--- src/rtl/firebird7_in_gate1_tessent_data_mux_pkg.sv ---
// Shared types and constants for the sequenced IJTAG/functional data mux.
package firebird7_in_gate1_tessent_data_mux_pkg;

    localparam int unsigned CNT_W    = 4;
    localparam int unsigned HOLD_MAX = 15;

    typedef enum logic [1:0] {
        FUNC     = 2'd0,
        HOLD_IN  = 2'd1,
        IJTAG    = 2'd2,
        HOLD_OUT = 2'd3
    } mux_state_e;

endpackage

--- src/rtl/firebird7_in_gate1_tessent_data_mux_chan.sv ---
// One mux channel: update registers, switchover FSM with frozen hold value, output select.
module firebird7_in_gate1_tessent_data_mux_chan
    import firebird7_in_gate1_tessent_data_mux_pkg::*;
#(
    parameter int unsigned WIDTH       = 3,
    parameter int unsigned HOLD_CYCLES = 2
) (
    input  logic             clk_i,
    input  logic             rst_ni,
    input  logic             ue_i,
    input  logic             sel_i,
    input  logic [WIDTH-1:0] upd_i,
    input  logic [WIDTH-1:0] func_i,
    output logic [WIDTH-1:0] data_o,
    output logic             active_o,
    output logic             hold_o
);

    localparam logic [CNT_W-1:0] CntInit = CNT_W'(HOLD_CYCLES - 1);
    localparam logic [CNT_W-1:0] CntOne  = CNT_W'(1);

    mux_state_e       state_q, state_d;
    logic             sel_q, sel_d;
    logic [WIDTH-1:0] upd_q, upd_d;
    logic [WIDTH-1:0] hold_q, hold_d;
    logic [CNT_W-1:0] cnt_q, cnt_d;

    always_comb begin
        sel_d   = ue_i ? sel_i : sel_q;
        upd_d   = ue_i ? upd_i : upd_q;
        state_d = state_q;
        hold_d  = hold_q;
        cnt_d   = cnt_q;
        case (state_q)
            FUNC: begin
                if (sel_q) begin
                    state_d = HOLD_IN;
                    hold_d  = func_i;
                    cnt_d   = CntInit;
                end
            end
            HOLD_IN: begin
                if (cnt_q == '0) state_d = IJTAG;
                else             cnt_d   = cnt_q - CntOne;
            end
            IJTAG: begin
                if (!sel_q) begin
                    state_d = HOLD_OUT;
                    hold_d  = upd_q;
                    cnt_d   = CntInit;
                end
            end
            HOLD_OUT: begin
                if (cnt_q == '0) state_d = FUNC;
                else             cnt_d   = cnt_q - CntOne;
            end
            default: state_d = FUNC;
        endcase
    end

    always_ff @(posedge clk_i or negedge rst_ni) begin
        if (!rst_ni) begin
            state_q <= FUNC;
            sel_q   <= 1'b0;
            upd_q   <= '0;
            hold_q  <= '0;
            cnt_q   <= '0;
        end else begin
            state_q <= state_d;
            sel_q   <= sel_d;
            upd_q   <= upd_d;
            hold_q  <= hold_d;
            cnt_q   <= cnt_d;
        end
    end

    // Functional path stays purely combinational while in FUNC.
    always_comb begin
        case (state_q)
            FUNC:    data_o = func_i;
            IJTAG:   data_o = upd_q;
            default: data_o = hold_q;
        endcase
    end

    assign active_o = (state_q == IJTAG);
    assign hold_o   = (state_q == HOLD_IN) || (state_q == HOLD_OUT);

endmodule

--- src/rtl/firebird7_in_gate1_tessent_data_mux_seq.sv ---
// Multi-channel sequenced IJTAG data mux top. Optional readback capture register is enabled
// with the FIREBIRD7_DATA_MUX_READBACK_EN macro.
module firebird7_in_gate1_tessent_data_mux_seq
    import firebird7_in_gate1_tessent_data_mux_pkg::*;
#(
    parameter int unsigned WIDTH       = 3,
    parameter int unsigned CHANNELS    = 4,
    parameter int unsigned HOLD_CYCLES = 2
) (
    input  logic                      ijtag_tck,
    input  logic                      ijtag_reset,
    input  logic                      ijtag_ue,
    input  logic [CHANNELS-1:0]       ijtag_select,
    input  logic [CHANNELS*WIDTH-1:0] ijtag_data_in,
    input  logic [CHANNELS*WIDTH-1:0] functional_data_in,
`ifdef FIREBIRD7_DATA_MUX_READBACK_EN
    input  logic                      ijtag_ce,
    output logic [CHANNELS*WIDTH-1:0] captured_data,
`endif
    output logic [CHANNELS*WIDTH-1:0] data_out,
    output logic [CHANNELS-1:0]       ijtag_active,
    output logic                      busy
);

    if (HOLD_CYCLES < 1 || HOLD_CYCLES > HOLD_MAX) begin : g_bad_hold
        $error("HOLD_CYCLES out of range 1..15");
    end

    logic [CHANNELS-1:0] hold_flags;

    for (genvar c = 0; c < CHANNELS; c++) begin : g_chan
        firebird7_in_gate1_tessent_data_mux_chan #(
            .WIDTH       (WIDTH),
            .HOLD_CYCLES (HOLD_CYCLES)
        ) u_chan (
            .clk_i    (ijtag_tck),
            .rst_ni   (ijtag_reset),
            .ue_i     (ijtag_ue),
            .sel_i    (ijtag_select[c]),
            .upd_i    (ijtag_data_in[c*WIDTH +: WIDTH]),
            .func_i   (functional_data_in[c*WIDTH +: WIDTH]),
            .data_o   (data_out[c*WIDTH +: WIDTH]),
            .active_o (ijtag_active[c]),
            .hold_o   (hold_flags[c])
        );
    end

    assign busy = |hold_flags;

`ifdef FIREBIRD7_DATA_MUX_READBACK_EN
    logic [CHANNELS*WIDTH-1:0] captured_q, captured_d;

    always_comb begin
        captured_d = ijtag_ce ? data_out : captured_q;
    end

    always_ff @(posedge ijtag_tck or negedge ijtag_reset) begin
        if (!ijtag_reset) captured_q <= '0;
        else              captured_q <= captured_d;
    end

    assign captured_data = captured_q;
`endif

endmodule

--- config.mk ---
export PLATFORM = sky130hd
export DESIGN_NAME = firebird7_in_gate1_tessent_data_mux_seq
export DESIGN_NICKNAME = d
export VERILOG_FILES = /design/src/rtl/firebird7_in_gate1_tessent_data_mux_pkg.sv /design/src/rtl/firebird7_in_gate1_tessent_data_mux_chan.sv /design/src/rtl/firebird7_in_gate1_tessent_data_mux_seq.sv
export SDC_FILE = /design/constraint.sdc
export NUM_CORES = 1
export LEC_CHECK = 0
export ABC_CLOCK_PERIOD_IN_PS = 4600
export CAP_MARGIN = 20
export CORE_MARGIN = 1.5
export CORE_UTILIZATION = 65
export CTS_CLUSTER_SIZE = 20
export DETAILED_ROUTE_END_ITERATION = 7
export DONT_BUFFER_PORTS = 1
export GPL_ROUTABILITY_DRIVEN = 0
export PLACE_DENSITY = 0.81
export SKIP_CTS_REPAIR_TIMING = 1
export SLEW_MARGIN = 20
export SYNTH_ARGS = -nofsm -noshare
export SYNTH_HDL_FRONTEND = slang
export SYNTH_SLANG_ARGS = --single-unit
--- constraint.sdc ---
create_clock -name ijtag_tck -period 4.6 [get_ports ijtag_tck]
set_input_delay 0.69 -clock ijtag_tck [delete_from_list [all_inputs] [get_ports ijtag_tck]]
set_output_delay 0.69 -clock ijtag_tck [all_outputs]
set_load 0.05 [all_outputs]
* Yosys cells after proc, flatten, opt, wreduce, memory -nomap -nowiden
Cells that the tools add are included.
Cells by class: reduce and logical (&&, ||, !) cells 33, add/subtract/negate cells 4, multiplexer cells 52, order comparisons 0, div/mod/pow operators 0, multipliers 0, equality and inequality tests 32, shifts and indexed selects 0, bitwise operators 0
Operators with widths (count):
- $mux W4 | 12
- $pmux W3 S2 | 8
- $pmux W4 S3 | 4
- $mux W2 | 16
- $pmux W2 S4 | 4
- $mux W3 | 8
- $ne A2 B1 Y1 const B | 12
- $reduce_and A3 Y1 | 8
- $eq A2 B2 Y1 const B | 8
- $logic_not A4 Y1 | 4
- $ne A2 B2 Y1 const B | 8
- $reduce_and A4 Y1 | 4
- $sub A4 B1 Y4 const B | 4
- $eq A2 B1 Y1 const B | 4
- $logic_not A2 Y1 | 4
- $reduce_bool A2 Y1 | 4
- $reduce_or A2 Y1 | 4
- $logic_or A1 B1 Y1 | 4
- $reduce_or A4 Y1 | 1
Storage, ports and cells: input port bits 31, latch bits 0, bits in read-only memories 0, memories 0, flip-flop bits (word level) 52, output and inout port bits 17, memory bits (writable) 0, logic and storage cells 141

* Depth between registers and ports, before layout
depth after elaboration 4, depth in mapped cells 7, mapped depth without buffers 5

* Hierarchy
From an unflattened synthesis, not the netlist that was laid out.
Second synthesis, totals: cell total of the unflattened synthesis 325, area total of the unflattened synthesis 3235.6 sq um
By module, submodules not included:
- firebird7_in_gate1_tessent_data_mux_chan (g_chan[0].u_chan ...) | seq. area each 325.3 sq um, area an instance 800.8 sq um, cells each 80, times used 3
- firebird7_in_gate1_tessent_data_mux_chan (g_chan[3].u_chan) | seq. area each 325.3 sq um, area an instance 825.8 sq um, cells each 84, times used 1
- firebird7_in_gate1_tessent_data_mux_seq | seq. area each 0.0 sq um, area an instance 7.5 sq um, cells each 1, times used 1

* Worst setup path before layout
Ideal clock, no wire load.
path type register -> output, from reg g_chan[0].u_chan.state_q[0], to out data_out[0], buffers on the path 2, arrival time 1682 ps, setup slack 2228 ps, data required time 3910 ps, cell stages (with the launch flop) 7, cell sequence dfrtp_1 inv_1 ha_1 clkbuf_1 buf_1 a22oi_1 nand2_1
Between the ends: word-level cells in the longest chain between the ends 2, elaborated cells on any way between the ends 3, those cells by class eq/ne (1); mux (1); reduce/logical (1)
RTL lines:
- start: declaration | line firebird7_in_gate1_tessent_data_mux_chan.sv:22 | mux_state_e state_q, state_d;
- start signal: assignment | line firebird7_in_gate1_tessent_data_mux_chan.sv:69 | state_q <= state_d;
- $eq A2 B2 Y1
- net g_chan[0].u_chan.active_o | line firebird7_in_gate1_tessent_data_mux_chan.sv:15 | output logic active_o,
- $pmux W3 S2 | line firebird7_in_gate1_tessent_data_mux_chan.sv:79 | case (state_q)
- end: declaration | line firebird7_in_gate1_tessent_data_mux_seq.sv:20 | output logic [CHANNELS*WIDTH-1:0] data_out,
The timed path passes the listed nets, and every way through them passes these cells.

* Final worst setup path
from reg g_chan[3].u_chan.state_q[0], to out data_out[10]
Between the ends: word-level cells in the longest chain between the ends 2, elaborated cells on any way between the ends 3, those cells by class eq/ne (1); mux (1); reduce/logical (1)
RTL lines:
- start: declaration | line firebird7_in_gate1_tessent_data_mux_chan.sv:22
- start signal: assignment | line firebird7_in_gate1_tessent_data_mux_chan.sv:69
- $eq A2 B2 Y1
- net ijtag_active[3] | line firebird7_in_gate1_tessent_data_mux_seq.sv:21 | output logic [CHANNELS-1:0] ijtag_active,
- $pmux W3 S2 | line firebird7_in_gate1_tessent_data_mux_chan.sv:79
The timed path passes the listed nets, and every way through them passes these cells.

==> impl_metrics.yaml <==
timing:
  max_slew_margin_pct: 28.7
  hold-worst-slack_ns: 0.0646
  fin_tns_setup_ns: 0
  rsz0062_at_grt: "no"
  finalSetupViolations: 0
  min_period_ns: 3.08
  slew_violations: 0
  hold_viol: 0
  fin_crit_sh_pct: 67.1
  timing.fmax_ghz: 0.324
  tightest_slew_ns: 1.07
  skew_ns: 0.0102
grt:
  grt_pass1_wl_um: 10200
  grtUsageTotal_pct: 24.1
  grt_max_degree: 53
  met1_usage_pct: 32.3
  grtUsageMet2_pct: 39.5
  grt-ovfl-total: 0
  grt.met3_usage_pct: 5.35
  busiest_layer: "met2"
  antenna_found_initial: 0
  grt_pass1_vias: 2293
power:
  ir_worst_vdd_mv: 0.526
  p_sw_mw: 1.40
  switching_share_pct: 51.8
  power.density_nw_per_um2: 808
  internal_power_mw: 1.30
  p_seq_share_pct: 28.0
  p_leak_nw: 1.42
  power_frac_comb_pct: 60.5
  clkPwrFrac_pct: 11.5
  total_power_mw: 2.71
detailed_routing:
  wl_per_cell_um: 15.3
  route.detailed.drc: 0
  dr_total_vias: 2466
  totalWireLength_um: 6060
  postRouteAntennaNets: 0
  vias_per_cell: 6.21
  drtIter0Drc: 168
  drt-pass1-iter-count: 4
outcome:
  status: "complete, no violations"
clock_tree:
  cts_made_buffers: 5
  cts_tree: "built"
  cts_sinks: 52
  htree_levels: 2
  worstSkewPairLatency_ns: 0.31
  clockBufferDepth: 2
  path_clk_slew_ns: 0.10
  root_buffer: "clkbuf_8"
placement:
  hpwl_um: 4380
  placed_area_um2: 3240
  io_buffers: 0
setup_path:
  cp.required_ns: 3.91
  rrSetupSlack_ns: 2.14
  end_kind: "output pin"
  cpMostUsedCell: "nand2_1"
  cp-startpoint: "g_chan[3].u_chan.state_q[0]"
  cp-start-kind: "flop"
  crit_path_max_fanout: 19
  max_stage_delay_ns: 0.87
  r2r-start: "g_chan[1].u_chan.state_q[0]"
  critPathArrivalTime_ns: 2.39
  slowest_stage: "ha_1"
  path_class: "reg2out"
  cp_cell_sequence: "inv_1 > ha_1 > nor2_1 > nand2_1 > nand2_1"
final_layout:
  diodes: 0
  final_util_pct: 70.4
  nets: 380
  final_area_um2: 3350
  fillers: 360
  drive_gt1_share_pct: 11.5
  synthToLayoutAreaGrowth_pct: 3.20
synth:
  synth_area_leader_cell: "dfrtp_1"
  ys_seq_area_share_pct: 40.1
  synth_top_family_by_area: "compound AO/OA/AOI/OAI gates"
  synth-simple-area-share_pct: 16.0
  ys_ff_latch: 52
  dominantRegCellSynth: "dfrtp_1"
  synth_mux_area_share_pct: 8.67
  synth_xor_area_share_pct: 0
  synthCells: 341
  syn-num-nets: 392
  synthAdderAreaFrac_pct: 7.71
  syn_avg_cell_area_um2: 9.52
  synth_edf_count: 0
  synth_commonest_cells: "dfrtp_1, nand2_1, inv_1, mux2_2, ha_1"
  yosys-top-cells-area: "dfrtp_1, ha_1, mux2_2"
  netlist_area_um2: 3250
  synth.distinct_cells: 42
  yosys.area.top_type_share_pct: 40.1
  synth_most_common_cell: "dfrtp_1"
  async_reset_ff_share_pct: 100
  yosysWarningCount: 0
  synth_compound_area_share_pct: 21.8
floorplan:
  die_w_um: 73.7
  io_pins: 48
  initial_core_util_pct: 68.3
  core_area_um2: 4750
  fp-row-count: 25
  fp.dieH_um: 73.7
  fp.dieArea_um2: 5430
worst_hold_path:
  hp-class: "in2async"
job:
  maxCapViolations: 0
## sequential cells by signal, indices dropped and copies added, names as in the netlist
name                   cells
g_chan.u_chan.hold_q      12
g_chan.u_chan.sel_q        4
g_chan.u_chan.cnt_q       16
g_chan.u_chan.state_q      8
g_chan.u_chan.upd_q       12
## cell type report
cell class / count / area [um2] / area share (%)
multi-input cells: 246 / 1760 / 52.5
flip-flops and latches: 52 / 1300 / 38.8
inverters: 23 / 86.3 / 2.58
well taps: 67 / 83.8 / 2.50
clock buffers: 5 / 68.8 / 2.05
clock inverters: 3 / 42.5 / 1.27
repair buffers: 1 / 7.51 / 0.224
## stage by stage
stage / instances / worst slack (ns)
6_report: 397 / 1.52
5_1_grt: 397 / 1.35
4_1_cts: 397 / 1.53
3_5_place_dp: 389 / 1.88
3_3_place_gp: 389 / 1.94
2_1_floorplan: 341 / 2.23
## cells by family after synthesis
group | count (synthesis)
simple gates | 99
buf+inv | 43
flops | 52
compound gates | 102
fa+ha+maj | 20
mux | 25
## per-layer routing
layer  wire length, um  up-vias
met2              2920       43
met4                68        0
met1              2810     1194
met3               270        6
met5                 0        -
li1                  -     1223
## worst paths after layout
check | to | cells after the start
setup / recovery | data_out[10] | 5
hold / removal | g_chan[1].u_chan.cnt_q[3] | 0
setup reg to reg | g_chan[1].u_chan.cnt_q[0] | 5
hold reg to reg | g_chan[2].u_chan.cnt_q[1] | 2
max in group asynchronous | g_chan[0].u_chan.upd_q[2] | 0
min in group ijtag_tck | g_chan[0].u_chan.sel_q | 1
## power groups by stage
stage,Sequential (mW),Combinational (mW),Clock [mW]
floorplan,0.720,1.49,0
global route,0.777,1.82,0.332
detailed placement,0.763,1.64,0
global placement,0.756,1.60,0
finish,0.757,1.64,0.312
CTS,0.754,1.65,0.319
## cell usage in the layout (no fill, tap or decap), types with 4 or more instances in the layout
master,instances
o22ai_1,12
a221oi_1,6
or2_2,6
ha_1,20
nor3b_1,10
o21ai_0,19
a21oi_1,8
nor4_1,4
o2bb2ai_1,5
dfrtp_1,52
o21a_1,10
a22oi_1,12
inv_1,23
a211oi_1,12
nor3_1,10
nor2b_1,6
nand2_1,32
nor2_1,12
mux2_2,21
nand2b_1,6
clkbuf_8,5
o31ai_1,7
## critical path: cells and delay by family, from the launching register on
family	cells	cell delay, ns
simple gates	3	0.69
fa+ha+maj	1	0.87
buf+inv	1	0.11
flops	1	0.41
(Power assumes the default switching activity.)
==> RTL edit: new RTL, same settings <==
Add a define of `FIREBIRD7_DATA_MUX_READBACK_EN`.
--- a/src/rtl/firebird7_in_gate1_tessent_data_mux_seq.sv
+++ b/src/rtl/firebird7_in_gate1_tessent_data_mux_seq.sv
@@ -1,4 +1,6 @@
 // Multi-channel sequenced IJTAG data mux top. Optional readback capture register is enabled
 // with the FIREBIRD7_DATA_MUX_READBACK_EN macro.
+`define FIREBIRD7_DATA_MUX_READBACK_EN
+
 module firebird7_in_gate1_tessent_data_mux_seq
     import firebird7_in_gate1_tessent_data_mux_pkg::*;
Interface: changed (added captured_data and ijtag_ce); port bits go from 48 to 61. The function was not compared with the original's and may differ.
==> RTL edit against the unedited design <==
  * Sequential cell count increased by 12
  * Worst setup slack gained 65 ps
  * Area after synthesis grew 18%
  * Wire length is 24% higher
  * Core utilization increased by 1.4 points
  * Global-route usage up 1.4 points
  * Maximum frequency is 2.1% higher
  * Via count increased by 11%
  * Cell area is 19% higher
  * Largest cell class unchanged
  * Highest routed layer unchanged
Power is not shown: default switching activity piles up to over one toggle a cycle in this logic, so the estimate is an artifact.
==> RTL edit: results (changes against the unedited design) <==
stage	metric	value	unit	change
synth	yosysUniqueCellTypes	43		+2.4%
clocking	clkLatencyLatePin	330	ps	+20 ps
synth	yosys-top-cells-area	dfrtp_1 (42%), mux2_2 (7.1%), ha_1 (6.5%)		
placed_design	port_buffers	0		unchanged
timing	slew_headroom	0.560		+0.273
synth	synth.most_common_cell	dfrtp_1		
worst_setup_path	endpoint	data_out[0]		
detailed_routing	drc	0		unchanged
worst_setup_path	worstPathArrival	2330	ps	-60 ps
worst_setup_path	r2r_end	captured_data[1]		
placed_design	dp_hpwl	5370	µm	+22%
global_route	grt_pass1_wl	12500	µm	+22%
min_path	worstHoldPathType	primary input to async pin		
clocking	cts_max_path_buffers	2		unchanged
detailed_routing	wl	7500	µm	+24%
placed_design	placed_cells	409		+5.1%
worst_setup_path	r2r-start	g_chan[0].u_chan.state_q[0]		
global_route	antenna_found_initial	0		unchanged
clocking	cts_made_buffers	9		+4
clocking	htree_levels	3		+1
outcome	status	finished, final reports clean		
synth	synth_top_area_frac	0.419		+0.0179
detailed_routing	drt_iter0_markers	111		-34%
worst_setup_path	timing_worst_setup_path_type	register to primary output		
final_layout	largest_register_ffs	16		unchanged
timing	skew	5.64	ps	-4.52 ps
global_route	grt_max_degree	65		+23%
synth	ys.warnings.count	0		unchanged
detailed_routing	first_pass_iters	4		unchanged
synth	synthFlopType	dfrtp_1		
worst_setup_path	cp_max_fo	19		unchanged
detailed_routing	wl_per_cell	17.6	µm	+16%
final_layout	finalNetCount	400		+5.3%
detailed_routing	vias	2748		+11%
final_layout	largest_register	g_chan.u_chan.cnt_q		
synth	yosysSeqAreaShare	0.419		+0.0179
final_layout	drive_above_1_share	0.184		+0.0690
worst_setup_path	reg2reg_setup_slack	2230	ps	+90 ps
global_route	grt_pass1_vias	2754		+20%
timing	hold_ws	45.8	ps	-18.8 ps
synth	ys_top_cells_by_count	dfrtp_1 (64), inv_1 (24), mux2_2 (24)		
worst_setup_path	r2r_cells	6		+1
clocking	clockRootBuffer	clkbuf_8		
global_route	track_usage	0.255		+0.0135
synth	async_flop_share	1.00		unchanged
clocking	clk_pin_slew	70	ps	-30 ps
synth	syn-instance-count	354		+3.8%
-- RTL edit: changes by cell type in the layout (fill, tap and decap cells not counted), sizes merged, moves of 3 or more --
cell and change:
nand2 -23, a22o +15, a22oi -12, dfrtp +12, a21o +10, mux2 +10, clkbuf +9, a21oi -4
buf +3, inv +3, nor2 +3, nor4 -3, or4 -3
-- RTL edit: how the worst min path moves through the flow --
stage | end
final | g_chan[2].u_chan.cnt_q[0]
after detailed placement | g_chan[2].u_chan.cnt_q[2]
after CTS | g_chan[1].u_chan.cnt_q[2]
after floorplan | captured_data[0]
after global routing | captured_data[7]
after global placement | g_chan[2].u_chan.cnt_q[2]
-- RTL edit: layout make-up --
type | count | area, µm²
timing repair buffer | 4 | 30.0
clock inverter | 2 | 10.0
multi-input combinational | 243 | 1980
clock buffer | 14 | 193
sequential | 64 | 1600
fill | 414 | 1570
inverter | 26 | 97.6
tap | 72 | 90.1
-- RTL edit: logic make-up after synthesis --
kind of cell | count (synthesis) | synth area share
flip-flops | 64 | 0.419
AO/OA/AOI/OAI | 114 | 0.223
AND/OR/NAND/NOR | 72 | 0.111
multiplexers | 37 | 0.119
adder cells (fa/ha/maj) | 20 | 0.0654
buffers and inverters | 47 | 0.0632
-- RTL edit: layer usage --
| layer | track usage | vias up | wire [µm] |
|---|---|---|---|
| li1 | - | 1294 | - |
| met1 | 0.313 | 1346 | 3180 |
| met2 | 0.415 | 98 | 3670 |
| met3 | 0.0800 | 10 | 537 |
| met4 | 0.104 | 0 | 108 |
| met5 | 0 | - | 0 |
-- RTL edit: metrics by stage --
| stage | cell area, µm² | worst slack (ps) | util |
|---|---|---|---|
| finish | 4000 | 1580 | 0.718 |
| global route | 4000 | 1430 | 0.718 |
| CTS | 4000 | 1570 | 0.718 |
| detailed placement | 3800 | 1940 | 0.682 |
| global placement | 3800 | 2010 | 0.682 |
| floorplan | 3820 | 2440 | - |
-- RTL edit: critical path, cell delays in order, from the launching register on --
cell,delay (ps)
dfrtp_1,390
inv_1,90
ha_1,400
buf_4,300
nor2_1,310
a21o_1,500
